--- src/rtl/pipe_hazard_ctrl.sv ---
// Stall/flush scheduler for the 5-stage pipeline: merges load-use, MDU occupancy,
// data-memory wait and EX branch redirect into stage enables, bubble flushes and counters.
module pipe_hazard_ctrl #(
    parameter int LOAD_STALL_CYC = 1,
    parameter int MDU_LAT        = 4,
    parameter int MEM_TIMEOUT    = 64,
    parameter int CNT_W          = 16
) (
    input  logic             clk,
    input  logic             rst_n,
    input  logic [4:0]       id_rs,
    input  logic [4:0]       id_rt,
    input  logic             id_uses_rs,
    input  logic             id_uses_rt,
    input  logic             id_mdu_op,
    input  logic [2:0]       ex_mem_out_ctr,
    input  logic [4:0]       ex_rt,
    input  logic             ex_mdu_start,
    input  logic             ex_branch_taken,
    input  logic             dmem_req,
    input  logic             dmem_ready,
    output logic             pc_en,
    output logic             ifid_en,
    output logic             idex_en,
    output logic             exmem_en,
    output logic             memwb_en,
    output logic             ifid_flush,
    output logic             idex_flush,
    output logic             mdu_busy,
    output logic             mem_timeout,
    output logic [CNT_W-1:0] stall_cycles
);
    localparam int LU_W   = 2;
    localparam int MDU_W  = 4;
    localparam int WAIT_W = $clog2(MEM_TIMEOUT + 1);

    localparam logic [LU_W-1:0]   LU_RELOAD = LU_W'(LOAD_STALL_CYC - 1);
    localparam logic [LU_W-1:0]   LU_ZERO   = {LU_W{1'b0}};
    localparam logic [LU_W-1:0]   LU_ONE    = LU_W'(1);
    localparam logic [MDU_W-1:0]  MDU_LOAD  = MDU_W'(MDU_LAT);
    localparam logic [MDU_W-1:0]  MDU_ZERO  = {MDU_W{1'b0}};
    localparam logic [MDU_W-1:0]  MDU_ONE   = MDU_W'(1);
    localparam logic [WAIT_W-1:0] WAIT_ZERO = {WAIT_W{1'b0}};
    localparam logic [WAIT_W-1:0] WAIT_ONE  = WAIT_W'(1);
    localparam logic [WAIT_W-1:0] WAIT_LAST = WAIT_W'(MEM_TIMEOUT - 1);
    localparam logic [WAIT_W-1:0] WAIT_MAX  = WAIT_W'(MEM_TIMEOUT);
    localparam logic [CNT_W-1:0]  CNT_ZERO  = {CNT_W{1'b0}};
    localparam logic [CNT_W-1:0]  CNT_ONE   = CNT_W'(1);
    localparam logic [CNT_W-1:0]  CNT_MAX   = {CNT_W{1'b1}};

    typedef enum logic [1:0] {
        RUN      = 2'd0,
        LU_STALL = 2'd1,
        MDU_WAIT = 2'd2
    } state_t;

    state_t            state_r;
    state_t            state_nxt_s;
    logic [LU_W-1:0]   lu_cnt_r;
    logic [LU_W-1:0]   lu_cnt_nxt_s;
    logic [MDU_W-1:0]  mdu_cnt_r;
    logic [WAIT_W-1:0] wait_cnt_r;
    logic              mem_timeout_r;
    logic [CNT_W-1:0]  stall_cnt_r;
    logic              freeze_s;
    logic              lu_hazard_s;
    logic              mdu_busy_s;
    logic              stall_s;

    assign freeze_s    = dmem_req & ~dmem_ready;
    assign lu_hazard_s = (ex_mem_out_ctr != 3'd0) && (ex_rt != 5'd0) &&
                         ((id_uses_rs && (ex_rt == id_rs)) || (id_uses_rt && (ex_rt == id_rt)));
    assign mdu_busy_s   = (mdu_cnt_r != MDU_ZERO);
    assign mdu_busy     = mdu_busy_s;
    assign mem_timeout  = mem_timeout_r;
    assign stall_cycles = stall_cnt_r;

    // Priority resolution of freeze > branch > load-use > MDU into enables, flushes and next state
    always_comb begin
        pc_en        = 1'b1;
        ifid_en      = 1'b1;
        idex_en      = 1'b1;
        exmem_en     = 1'b1;
        memwb_en     = 1'b1;
        ifid_flush   = 1'b0;
        idex_flush   = 1'b0;
        state_nxt_s  = state_r;
        lu_cnt_nxt_s = lu_cnt_r;
        stall_s      = 1'b0;
        if (!rst_n) begin
            pc_en        = 1'b0;
            ifid_en      = 1'b0;
            idex_en      = 1'b0;
            exmem_en     = 1'b0;
            memwb_en     = 1'b0;
            ifid_flush   = 1'b1;
            idex_flush   = 1'b1;
            state_nxt_s  = RUN;
            lu_cnt_nxt_s = LU_ZERO;
        end else if (freeze_s) begin
            // Whole pipe holds; pending hazard decisions are retried once memory answers
            pc_en    = 1'b0;
            ifid_en  = 1'b0;
            idex_en  = 1'b0;
            exmem_en = 1'b0;
            memwb_en = 1'b0;
        end else if (ex_branch_taken) begin
            ifid_flush   = 1'b1;
            idex_flush   = 1'b1;
            state_nxt_s  = RUN;
            lu_cnt_nxt_s = LU_ZERO;
        end else begin
            case (state_r)
                RUN: begin
                    if (lu_hazard_s) begin
                        stall_s = 1'b1;
                        if (LOAD_STALL_CYC > 1) begin
                            lu_cnt_nxt_s = LU_RELOAD;
                            state_nxt_s  = LU_STALL;
                        end else begin
                            state_nxt_s = RUN;
                        end
                    end else if (id_mdu_op && mdu_busy_s) begin
                        stall_s     = 1'b1;
                        state_nxt_s = MDU_WAIT;
                    end else begin
                        state_nxt_s = RUN;
                    end
                end
                LU_STALL: begin
                    stall_s      = 1'b1;
                    lu_cnt_nxt_s = lu_cnt_r - LU_ONE;
                    if (lu_cnt_r == LU_ONE) begin
                        state_nxt_s = RUN;
                    end else begin
                        state_nxt_s = LU_STALL;
                    end
                end
                MDU_WAIT: begin
                    if (mdu_busy_s) begin
                        stall_s = 1'b1;
                    end else begin
                        state_nxt_s = RUN;
                    end
                end
                default: begin
                    state_nxt_s  = RUN;
                    lu_cnt_nxt_s = LU_ZERO;
                end
            endcase
            if (stall_s) begin
                pc_en      = 1'b0;
                ifid_en    = 1'b0;
                idex_flush = 1'b1;
            end else begin
                pc_en = 1'b1;
            end
        end
    end

    // Hazard state and remaining load-use bubble count
    always_ff @(posedge clk or negedge rst_n) begin
        if (!rst_n) begin
            state_r  <= RUN;
            lu_cnt_r <= LU_ZERO;
        end else begin
            state_r  <= state_nxt_s;
            lu_cnt_r <= lu_cnt_nxt_s;
        end
    end

    // HI/LO occupancy: a frozen EX stage has not really issued its mult/div yet
    always_ff @(posedge clk or negedge rst_n) begin
        if (!rst_n) begin
            mdu_cnt_r <= MDU_ZERO;
        end else if (ex_mdu_start && !freeze_s) begin
            mdu_cnt_r <= MDU_LOAD;
        end else if (mdu_busy_s) begin
            mdu_cnt_r <= mdu_cnt_r - MDU_ONE;
        end
    end

    // Consecutive memory-wait watchdog with sticky timeout flag
    always_ff @(posedge clk or negedge rst_n) begin
        if (!rst_n) begin
            wait_cnt_r    <= WAIT_ZERO;
            mem_timeout_r <= 1'b0;
        end else if (freeze_s) begin
            if (wait_cnt_r >= WAIT_LAST) begin
                mem_timeout_r <= 1'b1;
            end
            if (wait_cnt_r != WAIT_MAX) begin
                wait_cnt_r <= wait_cnt_r + WAIT_ONE;
            end
        end else begin
            wait_cnt_r <= WAIT_ZERO;
        end
    end

    // Saturating count of cycles in which the PC did not advance
    always_ff @(posedge clk or negedge rst_n) begin
        if (!rst_n) begin
            stall_cnt_r <= CNT_ZERO;
        end else if (!pc_en && (stall_cnt_r != CNT_MAX)) begin
            stall_cnt_r <= stall_cnt_r + CNT_ONE;
        end
    end

endmodule

--- config.mk ---
export PLATFORM = sky130hd
export DESIGN_NAME = pipe_hazard_ctrl
export DESIGN_NICKNAME = d
export VERILOG_FILES = /design/src/rtl/pipe_hazard_ctrl.sv
export SDC_FILE = /design/constraint.sdc
export NUM_CORES = 1
export LEC_CHECK = 0
export ABC_AREA = 0
export CAP_MARGIN = 10
export CORE_MARGIN = 5
export CORE_UTILIZATION = 45
export CTS_BUF_LIST = sky130_fd_sc_hd__clkbuf_16
export DETAILED_ROUTE_END_ITERATION = 7
export PLACE_DENSITY_LB_ADDON = 0.05
export SLEW_MARGIN = 15
export SYNTH_ARGS = -nofsm -noshare
export SYNTH_HDL_FRONTEND = slang
export SYNTH_SLANG_ARGS = --single-unit
--- constraint.sdc ---
create_clock -name clk -period 3.29 [get_ports clk]
set_input_delay 0.329 -clock clk [delete_from_list [all_inputs] [get_ports clk]]
set_output_delay 0.329 -clock clk [all_outputs]
set_load 0.005 [all_outputs]
==> results of run 1 <==
[worst max-delay path: cells and delay by family]
family / cells / cell delay, ns
XOR/XNOR: 1 / 0.14
buffers and inverters: 2 / 1.06
AND/OR/NAND/NOR: 2 / 0.24
AO/OA/AOI/OAI: 3 / 0.64
[through the flow]
step                instances  area [um^2]  hold slack (ns)  power [mW]
floorplan                 184         1860           0.0334       0.786
global placement          283         2420            0.458       0.996
detailed placement        283         2420            0.468        1.02
CTS                       291         2580            0.484        1.54
global route              291         2580            0.520        1.60
finish                    291         2580            0.480        1.52
[routing by layer]
layer,part of all wire,routed length [um]
met5,0,0
met4,0.012,51
met3,0.047,203
met2,0.53,2280
met1,0.41,1800
[worst paths after layout]
check | start | endpoint | depth (start not counted)
worst max-delay path | ex_rt[4] | idex_flush | 8
worst min-delay path | mem_timeout$_DFFE_PN0P_ | mem_timeout$_DFFE_PN0P_ | 1
worst max register to register | mdu_cnt_r[0]$_DFFE_PN0P_ | stall_cycles[11]$_DFFE_PN0P_ | 9
worst min register to register | mem_timeout$_DFFE_PN0P_ | mem_timeout$_DFFE_PN0P_ | 1
max in group asynchronous | rst_n | stall_cycles[10]$_DFFE_PN0P_ | 2
min in group asynchronous | rst_n | state_r[1]$_DFFE_PN0P_ | 2
[layout make-up]
class | instances | area share
clock inverters | 3 | 0.0150
clock buffers | 5 | 0.0484
well taps | 50 | 0.0242
flip-flops and latches | 32 | 0.310
repair buffers | 55 | 0.209
multi-input cells | 136 | 0.379
inverters | 10 | 0.0145
[synthesized netlist by cell type, types with 6 or more instances]
library cell / number / area [um^2]
a21oi_1: 6 / 30.0
dfrtp_1: 32 / 801
ha_1: 6 / 75.1
inv_1: 10 / 37.5
nand2_1: 10 / 37.5
nand3_1: 8 / 40.0
nand4_1: 6 / 37.5
nor2_1: 13 / 48.8
nor3_1: 7 / 35.0
o21ai_0: 9 / 45.0
xnor2_1: 15 / 131
xor2_1: 15 / 131
[report_power, final]
| part | internal (mW) | switching (mW) |
|---|---|---|
| Combinational | 0.265 | 0.192 |
| Sequential | 0.473 | 0.0825 |
| Clock | 0.352 | 0.157 |
[state kept, by name (all words and copies together) (netlist names)]
name          count
stall_cycles     16
wait_cnt_r        7
mdu_cnt_r         4
lu_cnt_r          2
state_r           2
mem_timeout       1
[kinds of logic (layout without fill, tap and decap cells)]
family,Yosys count,in the layout
AND/OR/NAND/NOR,72,72
flip-flops,32,32
XOR/XNOR,30,30
AO/OA/AOI/OAI,24,24
buffers and inverters,16,73
adder cells (fa/ha/maj),6,6
multiplexers,4,4
==> reports/metrics.yaml, run 1 <==
synthCells: 184
grt_setup_unrepaired: "false"
ys.flop_type: "dfrtp_1"
multiInputGateArea_um2: 980
drive_above_1_share: 0.0913
syn_avg_cell_area_um2: 10.1
final_cell_mix: "51 x clkdlybuf4s50_1, 32 x dfrtp_1, 15 x xnor2_1, 15 x xor2_1, 13 x nor2_1"
worstPathArrival_ns: 2.40
powerDensity_mw_per_mm2: 589
grt_util_met2: 0.310
antenna_left: 0
yosys-mux-area-fraction: 0.0242
grt_pass1_wl_um: 7370
worst_slew_pin_slew_ns: 0.484
final_nets: 273
final_util: 0.646
die-area_mm2: 0.00552
routed_wirelength_um: 4340
vias: 1562
irDropWorstVdd_v: 0.000512
cts_tree: "yes"
postCtsHoldBufs: 0
period_minus_slack_ns: 2.73
core_mm2: 0.00400
clock_path_buffers: 2
cts_setup_buffers: 0
cp_slowest_stage_delay_ns: 0.54
slew_headroom: 0.677
ios: 52
dp_worst_setup_slack_ns: 0.545
drtIter0Drc: 58
dp.final_hpwl_um: 3370
synth-simple-area-share: 0.233
rrSetupSlack_ns: 0.85
setup_slack_ns: 0.558
synth.cell_area_mm2: 0.00186
hold_path.class: "reg -> reg"
syn_nets: 217
synth_adder_area_share: 0.0403
crit_path_cell_trace: "clkdlybuf4s50_1 -> xnor2_1 -> nand4_1 -> o22ai_1 -> nand2_1 -> o211a_1 -> o21ai_0 -> clkdlybuf4s50_1"
critPathMostFrequentCell: "clkdlybuf4s50_1"
grt_max_degree: 39
slowest_stage: "clkdlybuf4s50_1"
maxCapViolCount: 0
drcViolationCount: 0
synth_compound_area_frac: 0.0874
fmax_ghz: 0.366
fillers: 331
synth-seq-cells: 32
die_h_um: 74.3
mostFrequentLayoutCell: "clkdlybuf4s50_1"
p_leak_nw: 1.07
rows: 23
clockRootBuffer: "clkbuf_16"
start_util: 0.465
cts_max_level: 2
crit_path_max_fanout: 3
critPathLaunchType: "primary input"
critPathRequiredTime_ns: 2.96
diodes: 0
grt_pass1_vias: 1680
io_buffers: 51
busiest_layer: "met2"
regArea_um2: 801
path_class: "in -> out"
finalSetupViolations: 0
end_kind: "primary output"
cts.sinks: 32
via_per_inst: 5.37
grt_overflow: 0
synthArstFlopShare: 1.00
final-hold-violation-count: 0
timing.final.crit_share: 0.830
syn_to_final_growth_pct: 38.9
grt_usage: 0.173
clock_skew_ns: 0.00674
yosys_warnings: 0
maxSlewViolCount: 0
cts_buffers: 5
synth_xor_area_frac: 0.141
die_x_um: 74.3
path_clk_slew_ns: 0.05
synth_cell_type_count: 40
drt-wirelength-per-cell_um: 14.9
synth_top_family_by_area: "simple AND/OR/NAND/NOR gates"
insertion_delay_ns: 0.27
synth_seq_area_share: 0.430
place.gp.congestion: 0.786
grt_antenna_before_repair: 0
synth_edf_count: 0
post_cts_resized: 0
fin_tns_setup_ns: 0
use_met3: 0.0514
met1_usage: 0.197
status: "completed"
dr.pass1.iters: 4
Note: power is estimated with default switching activity, not from simulation.
==> run 2, diff against run 1 <==
- clock period: 3.29 -> 2.8 ns (I/O delays scaled with it)
==> run 2 against run 1 <==
Net effect: cell area increased by 0.97%; largest power group unchanged; count of clock-buffer cells in the layout stayed put; highest routed layer unchanged; sequential share of layout area shrank 0.30 points; register-to-register slack worse by 0.43 ns; core utilization is 0.63 points higher; largest cell class unchanged; via count is 3.3% lower; clock skew about the same.
==> reports/metrics.yaml, run 2 (synthesis gave the netlist of run 1 again) <==
status: "completed"
diodes: 0  # unchanged
start_util: 0.465  # unchanged
drive_above_1_share: 0.107  # +0.0157
finalInstanceArea_mm2: 0.00261  # +0.97%
cp-startpoint: "ex_rt[1]"
mostFrequentLayoutCell: "clkdlybuf4s50_1"
postCtsHoldBufs: 0  # unchanged
grt_max_degree: 39  # unchanged
final_nets: 275  # +0.73%
clock_path_buffers: 2  # unchanged
final_util: 0.652  # +0.00626
finalSetupViolations: 0  # unchanged
insertion_delay_ns: 0.28  # about the same
post_dp_cell_area_mm2: 0.00244  # +0.62%
drcViolationCount: 0  # unchanged
maxSlewViolCount: 0  # unchanged
clockRootBuffer: "clkbuf_16"
path_clk_slew_ns: 0.06  # about the same
p_leak_nw: 1.07  # +0.55%
largest_reg_flops: 16  # unchanged
timing.final.crit_share: 0.926
critPathLaunchType: "primary input"
critPathMostFrequentCell: "clkdlybuf4s50_1"
final_cell_count_no_fill: 293  # +0.69%
path_class: "in -> out"
crit_path_cell_trace: "clkdlybuf4s50_1 -> xnor2_1 -> nand4_1 -> o22ai_2 -> nand2_1 -> o211a_1 -> o21ai_0 -> clkdlybuf4s50_1"
grt_setup_unrepaired: "false"
cts_tree: "yes"
core_mm2: 0.00400  # unchanged
worstPathArrival_ns: 2.31  # -0.09 ns
die-area_mm2: 0.00552  # unchanged
antenna_left: 0  # unchanged
vias: 1510  # -3.3%
cp_slowest_stage_delay_ns: 0.54  # about the same
cts_buffers: 5  # unchanged
fin_tns_setup_ns: 0  # unchanged
maxCapViolCount: 0  # unchanged
irDropWorstVdd_v: 0.000482  # -5.9%
cts.sinks: 32  # unchanged
grt_overflow: 0  # unchanged
dp.final_hpwl_um: 3240  # -3.8%
rows: 23  # unchanged
grt_pass1_vias: 1544  # -8.1%
r2r-start: "mdu_cnt_r[0]$_DFFE_PN0P_"
drtIter0Drc: 93  # +60%
clock_skew_ns: 0.00706  # +0.000323 ns
dr.pass1.iters: 4  # unchanged
dp_worst_setup_slack_ns: 0.133  # -0.413 ns
die_h_um: 74.3  # unchanged
crit_family: "buffers and inverters"
grt_usage: 0.167  # -0.00588
crit_buf_inv: 2  # unchanged
worst_slew_pin_slew_ns: 0.439  # -0.0447 ns
fmax_ghz: 0.386
final_cell_mix: "51 x clkdlybuf4s50_1, 32 x dfrtp_1, 15 x xnor2_1, 15 x xor2_1, 13 x nor2_1"
die_x_um: 74.3  # unchanged
setup_slack_ns: 0.206  # -0.352 ns
routed_wirelength_um: 4150  # -4.4%
drt-wirelength-per-cell_um: 14.1  # -5.1%
place.gp.congestion: 0.778  # -1.1%
crit_path_max_fanout: 3  # unchanged
syn_to_final_growth_pct: 40.3
slowest_stage: "clkdlybuf4s50_1"
hold_path.class: "in -> async"
grt_antenna_before_repair: 0  # unchanged
cts_max_level: 2  # unchanged
io_buffers: 51  # unchanged
period_minus_slack_ns: 2.59
place_inst: 285  # +0.71%
final-hold-violation-count: 0  # unchanged
powerDensity_mw_per_mm2: 695  # +18%
ios: 52  # unchanged
via_per_inst: 5.15  # -4.0%
end_kind: "primary output"
slew_headroom: 0.707  # +0.0305
grt_pass1_wl_um: 7050  # -4.3%
critPathRequiredTime_ns: 2.52  # -0.44 ns
==> run 2: cell count changes in the layout (fill, tap and decap cells not counted), sizes merged <==
cell | before | now
buf | 4 | 6
clkinvlp | 0 | 1
inv | 11 | 10
==> run 2: worst paths after layout <==
| kind | endpoint | slack, ns | cells past startpoint |
|---|---|---|---|
| min in group clk | mem_timeout$_DFFE_PN0P_ | 0.46 | 1 |
| worst min register to register | mem_timeout$_DFFE_PN0P_ | 0.46 | 1 |
| worst max register to register | stall_cycles[11]$_DFFE_PN0P_ | 0.42 | 9 |
| worst max-delay path | idex_flush | 0.21 | 8 |
| worst min-delay path | stall_cycles[7]$_DFFE_PN0P_ | 0.44 | 2 |
| max in group asynchronous | mdu_cnt_r[2]$_DFFE_PN0P_ | 2.05 | 2 |
==> run 2: metrics by stage <==
| stage | power (mW) | hold slack [ns] |
|---|---|---|
| finish | 1.81 | 0.440 |
| global route | 1.92 | 0.491 |
| CTS | 1.84 | 0.450 |
| detailed placement | 1.21 | 0.462 |
| global placement | 1.18 | 0.457 |
| floorplan | 0.924 | -0.0156 |
==> run 2: worst register-to-register path: cells and delay by family (launching register included) <==
family	cells	cell delay, ns
compound gates	3	0.53
flops	1	0.34
simple gates	2	0.52
buf+inv	2	0.31
fa+ha+maj	1	0.20
mux	1	0.36
==> run 2: per-layer routing <==
metal / vias up / routed length [um] / part of all wire / GRT usage
li1: 752 / - / - / -
met1: 717 / 1780 / 0.43 / 0.199
met2: 34 / 2070 / 0.50 / 0.285
met3: 7 / 212 / 0.051 / 0.0486
met4: 0 / 78 / 0.019 / 0.0652
met5: - / 0 / 0 / 0
==> run 2: cell type report <==
type | count | area (um^2)
Fill cell | 327 | 1390
Multi-Input combinational cell | 136 | 986
Sequential cell | 32 | 801
Timing Repair Buffer | 57 | 556
Clock buffer | 5 | 125
Tap cell | 50 | 62.6
Clock inverter | 3 | 42.5
Inverter | 10 | 37.5
==> run 2: where the power goes <==
group	internal (mW)	switching (mW)	total, mW
logic	0.321	0.230	0.551
registers	0.556	0.0963	0.652
clock network	0.417	0.194	0.611
total	1.29	0.520	1.81
==> run 2: timing repair <==
item	in CTS	in global routing
gates resized for setup	0	1
setup buffers	0	0
setup endpoints to repair	0	1
==> run 3, diff against run 2 <==
- CORE_UTILIZATION: 45 -> 48
==> run 3 against run 2 <==
Net effect: global-route usage up 0.13 points; sequential share of layout area increased by 0.46 points; maximum frequency down 2.4%; non-clock buffer count shrank 1; sequential cell count stayed put; power down 6.1%; via count rose by 2.8%; largest cell class unchanged; highest routed layer unchanged.
==> reports/metrics.yaml, run 3 (synthesis gave the netlist of run 1 again) <==
status: "completed"
dp.final_hpwl_um: 3160  # -2.6%
place_inst: 282  # -1.1%
drcViolationCount: 0  # unchanged
final-hold-violation-count: 0  # unchanged
p_leak_nw: 1.06  # -1.3%
mostFrequentLayoutCell: "clkdlybuf4s50_1"
clock_path_buffers: 2  # unchanged
whs_ns: 0.484  # +0.0444 ns
powerDensity_mw_per_mm2: 663  # -4.7%
antenna_left: 0  # unchanged
rows: 22  # -4.3%
end_kind: "primary output"
core_mm2: 0.00372  # -7.1%
postCtsHoldBufs: 0  # unchanged
grt_antenna_before_repair: 0  # unchanged
hold_end: "mem_timeout$_DFFE_PN0P_"
maxCapViolCount: 0  # unchanged
power_mw: 1.70  # -6.1%
cts_setup_buffers: 0  # unchanged
slew_headroom: 0.695  # -0.0118
holdPathStages: 1
routed_wirelength_um: 4120  # -0.58%
cts_max_level: 2  # unchanged
drtIter0Drc: 60  # -35%
fin_tns_setup_ns: 0  # unchanged
fmax_ghz: 0.376  # -2.4%
drt-wirelength-per-cell_um: 14.2  # +0.45%
worstPathArrival_ns: 2.38  # +0.07 ns
post_cts_resized: 0  # unchanged
final_cell_mix: "51 x clkdlybuf4s50_1, 32 x dfrtp_1, 15 x xnor2_1, 15 x xor2_1, 13 x nor2_1"
die_h_um: 72.3  # -2.7%
path_clk_slew_ns: 0.05  # about the same
diodes: 0  # unchanged
dr.pass1.iters: 4  # unchanged
io_buffers: 51  # unchanged
finalSetupViolations: 0  # unchanged
slowest_stage: "clkdlybuf4s50_1"
r2r-start: "mdu_cnt_r[0]$_DFFE_PN0P_"
grt_pass1_vias: 1619  # +4.9%
ios: 52  # unchanged
die-area_mm2: 0.00522  # -5.4%
largest_reg_flops: 16  # unchanged
grt_usage: 0.168  # +0.00128
grt_overflow: 0  # unchanged
crit_path_cell_trace: "inv_1 -> ha_1 -> nor3b_2 -> o31a_1 -> o21ai_2 -> a31oi_4 -> clkdlybuf4s50_1"
die_x_um: 72.3  # -2.7%
hold_path.class: "reg -> reg"
insertion_delay_ns: 0.27  # about the same
cts_buffers: 5  # unchanged
crit_family: "buffers and inverters"
timing.final.crit_share: 0.949  # +0.0229
worst_slew_pin_slew_ns: 0.455  # +0.0156 ns
critPathRequiredTime_ns: 2.52  # about the same
final_cell_count_no_fill: 290  # -1.0%
grt_max_degree: 37  # -5.1%
clock_skew_ns: 0.00694  # -0.000119 ns
drive_above_1_share: 0.0992  # -0.00782
grt_pass1_wl_um: 7120  # +0.98%
vias: 1552  # +2.8%
syn_to_final_growth_pct: 38.2
cts_tree: "yes"
crit_path_max_fanout: 7  # +4
maxSlewViolCount: 0  # unchanged
critPathLaunchType: "flop"
path_class: "reg -> out"
start_util: 0.501  # +0.0355
clockRootBuffer: "clkbuf_16"
irDropWorstVdd_v: 0.000399  # -17%
via_per_inst: 5.35  # +3.8%
period_minus_slack_ns: 2.66  # +0.0641 ns
min_from: "mem_timeout$_DFFE_PN0P_"
timing.rr.end: "stall_cycles[11]$_DFFE_PN0P_"
grt_setup_unrepaired: "false"
cts.sinks: 32  # unchanged
final_nets: 274  # -0.36%
rrSetupSlack_ns: 0.34  # -0.08 ns
crit_buf_inv: 2  # unchanged
reg2reg_depth: 9  # unchanged
fillers: 303  # -7.3%
place.gp.congestion: 0.798  # +2.5%
cp_slowest_stage_delay_ns: 0.53  # about the same
[run 3: cell types whose count changed in the layout (fill, tap and decap cells not counted)]
| cell | previous run | this run |
|---|---|---|
| clkinv_1 | 0 | 1 |
| clkinvlp_4 | 1 | 0 |
| buf_4 | 6 | 5 |
| clkinv_2 | 1 | 2 |
| bufinv_16 | 1 | 0 |
[run 3: final cells by class]
| cell class | instances | area [um^2] | area share |
|---|---|---|---|
| clock buffers | 5 | 125 | 0.0487 |
| clock inverters | 3 | 13.8 | 0.00535 |
| inverters | 10 | 37.5 | 0.0146 |
| multi-input cells | 136 | 986 | 0.383 |
| flip-flops and latches | 32 | 801 | 0.311 |
| well taps | 48 | 60.1 | 0.0234 |
| repair buffers | 56 | 548 | 0.213 |
[run 3: worst max path at each step]
stage | start | end | slack, ns | cells past startpoint
2_1_floorplan | mdu_cnt_r[0]$_DFFE_PN0P_ | stall_cycles[11]$_DFFE_PN0P_ | 0.73 | 8
3_3_place_gp | ex_rt[1] | idex_flush | 0.16 | 8
3_5_place_dp | ex_rt[1] | idex_flush | 0.13 | 8
4_1_cts | ex_rt[1] | idex_flush | 0.1 | 8
5_1_grt | mdu_cnt_r[0]$_DFFE_PN0P_ | pc_en | 0.01 | 7
6_report | mdu_cnt_r[0]$_DFFE_PN0P_ | ifid_en | 0.14 | 7
[run 3: through the flow]
step           cell area [um^2]  worst slack [ns]  utilization
2_1_floorplan              1860             0.726            -
3_3_place_gp               2430             0.160        0.653
3_5_place_dp               2430             0.127        0.653
4_1_cts                    2560            0.0997        0.690
5_1_grt                    2570            0.0128        0.692
6_report                   2570             0.142        0.692
[run 3: routing by layer]
layer,up-vias,global-route usage,share of wire
met5,-,0,0
met4,0,0.0418,0.0066
met3,5,0.0443,0.073
met2,56,0.289,0.49
met1,735,0.210,0.43
li1,756,-,-
[run 3: power breakdown]
| part | leakage [nW] | switching (mW) | internal [mW] |
|---|---|---|---|
| logic | 0.578 | 0.224 | 0.312 |
| registers | 0.410 | 0.0977 | 0.556 |
| clock network | 0.0710 | 0.191 | 0.322 |
==> RTL change 1 (config.mk and constraints of run 3) <==
Re-encode `state_t` (3 states) as one-hot, 3 bits wide.
--- a/src/rtl/pipe_hazard_ctrl.sv
+++ b/src/rtl/pipe_hazard_ctrl.sv
@@ -50,6 +50,6 @@
 
-    typedef enum logic [1:0] {
-        RUN      = 2'd0,
-        LU_STALL = 2'd1,
-        MDU_WAIT = 2'd2
+    typedef enum logic [2:0] {
+        RUN      = 3'b001,
+        LU_STALL = 3'b010,
+        MDU_WAIT = 3'b100
     } state_t;
Formal check against the unedited RTL: same outputs for any inputs over 10 cycles, from zero or initial values and one cycle with rst_n low; not proved beyond that.
==> RTL change 1 against run 3 <==
Synthesized cell count is 12% higher; worst setup slack worse by 17 ps; die area is 6.6% higher; global-route usage is 0.74 points lower; power is 6.3% higher; combinational power is 11% higher; highest routed layer unchanged; first-iteration DRC count is 8.3% lower; sequential cell count is 1 higher; cell area is 5.9% higher; wire length is 0.58% higher; area after synthesis is 7.7% higher.
==> RTL change 1: results (changes against run 3) <==
* Compound-Gate Fraction of Synth Area at 9.114% (+0.37 points)
* M1 WL at 1875 microns (+4.7%)
* CP max stage cell: or4_1
* Net Count, Synth at 239 (+10%)
* R2R setup slack at 460 ps (+120 ps)
* Status: completed
* Met3 routed WL at 325 microns (+8.3%)
* Routability-driven placement congestion ratio at 0.8930 (+12%)
* PwrDens at 664.7 nW/um^2 (+0.33%)
* DP Worst Slack at 87.74 ps (-39.30 ps)
* Global-route wire length before repair at 7134 microns (+0.20%)
* Met3 usage at 4.005% (-0.43 points)
* Multiplexer area fraction after synthesis at 1.685% (-0.74 points)
* Post-DR vias/cell at 5.302 (-0.94%)
* Xor/xnor share of the synthesized area at 13.55% (-0.58 points)
* Commonest cells post-synth: 32 x dfrtp_1, 19 x xor2_1, 17 x nand2_1
* Clock buf/inv share at 5.053% (-0.35 points)
* Met1 usage at 21.56% (+0.58 points)
* Area after DPL at 2571 sq um (+6.0%)
* Reg power frac at 38.9% (+0.5 points)
* Synth unique cells at 45 (+13%)
* Cell count after placement at 306 (+8.5%)
* Met2 Wirelength at 1927 microns (-3.7%)
* Synth Area in Adders at 3.745% (-0.29 points)
* Initial drt markers at 55 (-8.3%)
* Nets@finish at 297 (+8.4%)
* Post-DP HPWL at 3195 microns (+1.2%)
* Crit Path Max Fanout at 3 (-4)
* Maximum number of pins on one net before global-route repair at 25 (-32%)
* Seq/Total Area, Yosys at 41.26% (-1.8 points)
* Peak Freq at 0.3739 GHz (-0.62%)
* CP peak stage delay at 550 ps (+20 ps)
* Switching portion of total power at 30.37% (+0.29 points)
==> RTL change 1: changes by cell type after synthesis, sizes merged, moves of 3 or more <==
cell   change
o21ai      -3
nand3      +3
buf        +3
nand2      +7
xor2       +4
nand4      -3
xnor2      -3
or3        +3
==> RTL change 1: repair_timing <==
action,4_1_cts,5_1_grt
buffers inserted,0,0
hold buffers,1,0
hold endpoints to repair,9,0
endpoints found under the setup margin,0,3
gates resized for setup,0,2
==> RTL change 1: final timing paths <==
kind                               from              end  depth (start not counted)
hold reg to reg             mem_timeout      mem_timeout                          1
hold / removal              mem_timeout      mem_timeout                          1
min in group asynchronous         rst_n    wait_cnt_r[3]                          3
max in group asynchronous         rst_n       state_r[0]                          3
setup / recovery               ex_rt[1]            pc_en                          7
setup reg to reg           mdu_cnt_r[0]  stall_cycles[1]                          9
==> RTL change 1: critical path: cells and delay by family <==
kind	cells	cell delay, ps
and+or+nand+nor	1	550
AOI/OAI and AO/OA	2	350
buffers and inverters	4	1220
==> RTL change 2 (flow settings as in run 3) <==
Made on the original files. `MEM_TIMEOUT`: 64 -> 128.
--- a/src/rtl/pipe_hazard_ctrl.sv
+++ b/src/rtl/pipe_hazard_ctrl.sv
@@ -5,3 +5,3 @@
     parameter int MDU_LAT        = 4,
-    parameter int MEM_TIMEOUT    = 64,
+    parameter int MEM_TIMEOUT    = 128,
     parameter int CNT_W          = 16
Formal check against the unedited RTL: no difference found for any inputs over 10 cycles, from zero or initial values and one cycle with rst_n low; that may be too few to reach the edited logic, so the function may still have changed.
==> RTL change 2 against run 3 <==
First-iteration DRC count is 6.7% higher; cell area is 2.3% higher; area after synthesis is 1.7% higher; worst hold slack worse by 23 ps; critical path depth is 2 lower; wire length is 12% higher; power is 26% higher; sequential cell count is 1 higher; highest routed layer unchanged; die area is 1.4% higher; cell count is 3.1% higher; worst setup slack worse by 29 ps.
==> RTL change 2: results (changes against run 3) <==
* Status: completed
* Share of layout cells above drive strength 1 at 8.367% (-1.6 points)
* Initial drt markers at 64 (+6.7%)
* Mapped Cells at 192 (+4.3%)
* Maximum number of pins on one net before global-route repair at 40 (+8.1%)
* Worst vdd rail ir drop at 0.0005682 V (+43%)
* Nets@finish at 283 (+3.3%)
* RR Endpoint: stall_cycles[14]
* # Post-CTS Setup Buffers at 0 (unchanged)
* Global-route wire length before repair at 8107 microns (+14%)
* Clk_skew at 4.301 ps (-2.643 ps)
* Worst-margin pin slew at 464.9 ps (+10.05 ps)
* All-layer global routing usage at 19.54% (+2.7 points)
* Synth top area cells: dfrtp_1 44%, xor2_1 8.3%, xnor2_1 5.6%
* P_leak at 1.088 nW (+2.8%)
* CP arrival at 2410 ps (+30 ps)
* M1 WL at 1963 microns (+9.6%)
* Worst hold slack at 460.9 ps (-23.38 ps)
* Routed WL at 4631 microns (+12%)
* Met1 usage at 22.44% (+1.5 points)
* Seq/Total Area, Yosys at 43.65% (+0.61 points)
* Vias in the first global route at 1774 (+9.6%)
* Vias at 1653 (+6.5%)
* Met3 usage at 6.198% (+1.8 points)
* M2 GR Usage at 34.27% (+5.4 points)
* Met2 Wirelength at 2412 microns (+20%)
* Net Count, Synth at 225 (+3.7%)
* Synth unique cells at 43 (+7.5%)
* Post-DP HPWL at 3438 microns (+8.9%)
* Commonest cells post-synth: 33 x dfrtp_1, 18 x xor2_1, 12 x nand2_1, 12 x xnor2_1
* Met3 routed WL at 172 microns (-43%)
* Routability-driven placement congestion ratio at 0.8067 (+1.1%)
* Overflow after GRT at 0 (unchanged)
* Critical Path Source: ex_rt[1]
* R2R setup slack at 510 ps (+170 ps)
* DP Worst Slack at 123.4 ps (-3.664 ps)
* Post-DR vias/cell at 5.528 (+3.3%)
* Crit Path Max Fanout at 6 (-1)
* Area after DPL at 2469 sq um (+1.8%)
* Clock Latency Late Sink at 280 ps
==> RTL change 2: changes by cell type after synthesis, sizes merged, moves of 2 or more <==
| cell | change |
|---|---|
| nand4 | +5 |
| nor4b | -5 |
| mux2 | -2 |
| nor2 | -2 |
| nand2 | +2 |
| xnor2 | -3 |
| xor2 | +3 |
| nor4 | +3 |
| o21ai | +2 |
==> RTL change 2: cell families (layout without fill, tap and decap cells) <==
group,count (synthesis),in the layout,synth area share (%)
multiplexers,2,2,1.389
buffers and inverters,16,75,4.232
AND/OR/NAND/NOR,76,76,22.29
adder cells (fa/ha/maj),6,6,3.968
flip-flops,33,33,43.65
AO/OA/AOI/OAI,29,29,10.58
XOR/XNOR,30,30,13.89
==> RTL change 2: cell type report <==
type | instances | area [sq um] | area share (%)
flip-flops and latches | 33 | 825.8 | 31.38
clock buffers | 5 | 125.1 | 4.755
well taps | 48 | 60.06 | 2.282
clock inverters | 3 | 37.54 | 1.427
inverters | 9 | 33.78 | 1.284
multi-input cells | 143 | 985.9 | 37.47
repair buffers | 58 | 563.0 | 21.40
==> RTL change 2: report_power, final <==
part / leakage, nW / internal, mW / switching, mW
Sequential: 0.406 / 0.613 / 0.179
Combinational: 0.600 / 0.438 / 0.307
Clock: 0.0826 / 0.413 / 0.194
Total: 1.09 / 1.46 / 0.680
==> RTL change 2: how the worst max path moves through the flow <==
stage               endpoint  slack [ps]  cells after the start
global route         ifid_en          60                      5
finish                 pc_en         110                      5
CTS                    pc_en         110                      5
global placement       pc_en         160                      5
detailed placement     pc_en         120                      5
floorplan              pc_en         790                      8
==> RTL change 2: critical path, stage by stage <==
cell and delay [ps]:
clkdlybuf4s50_1 480, or4_1 550, o32a_1 220, a31oi_4 310, clkdlybuf4s50_1 560
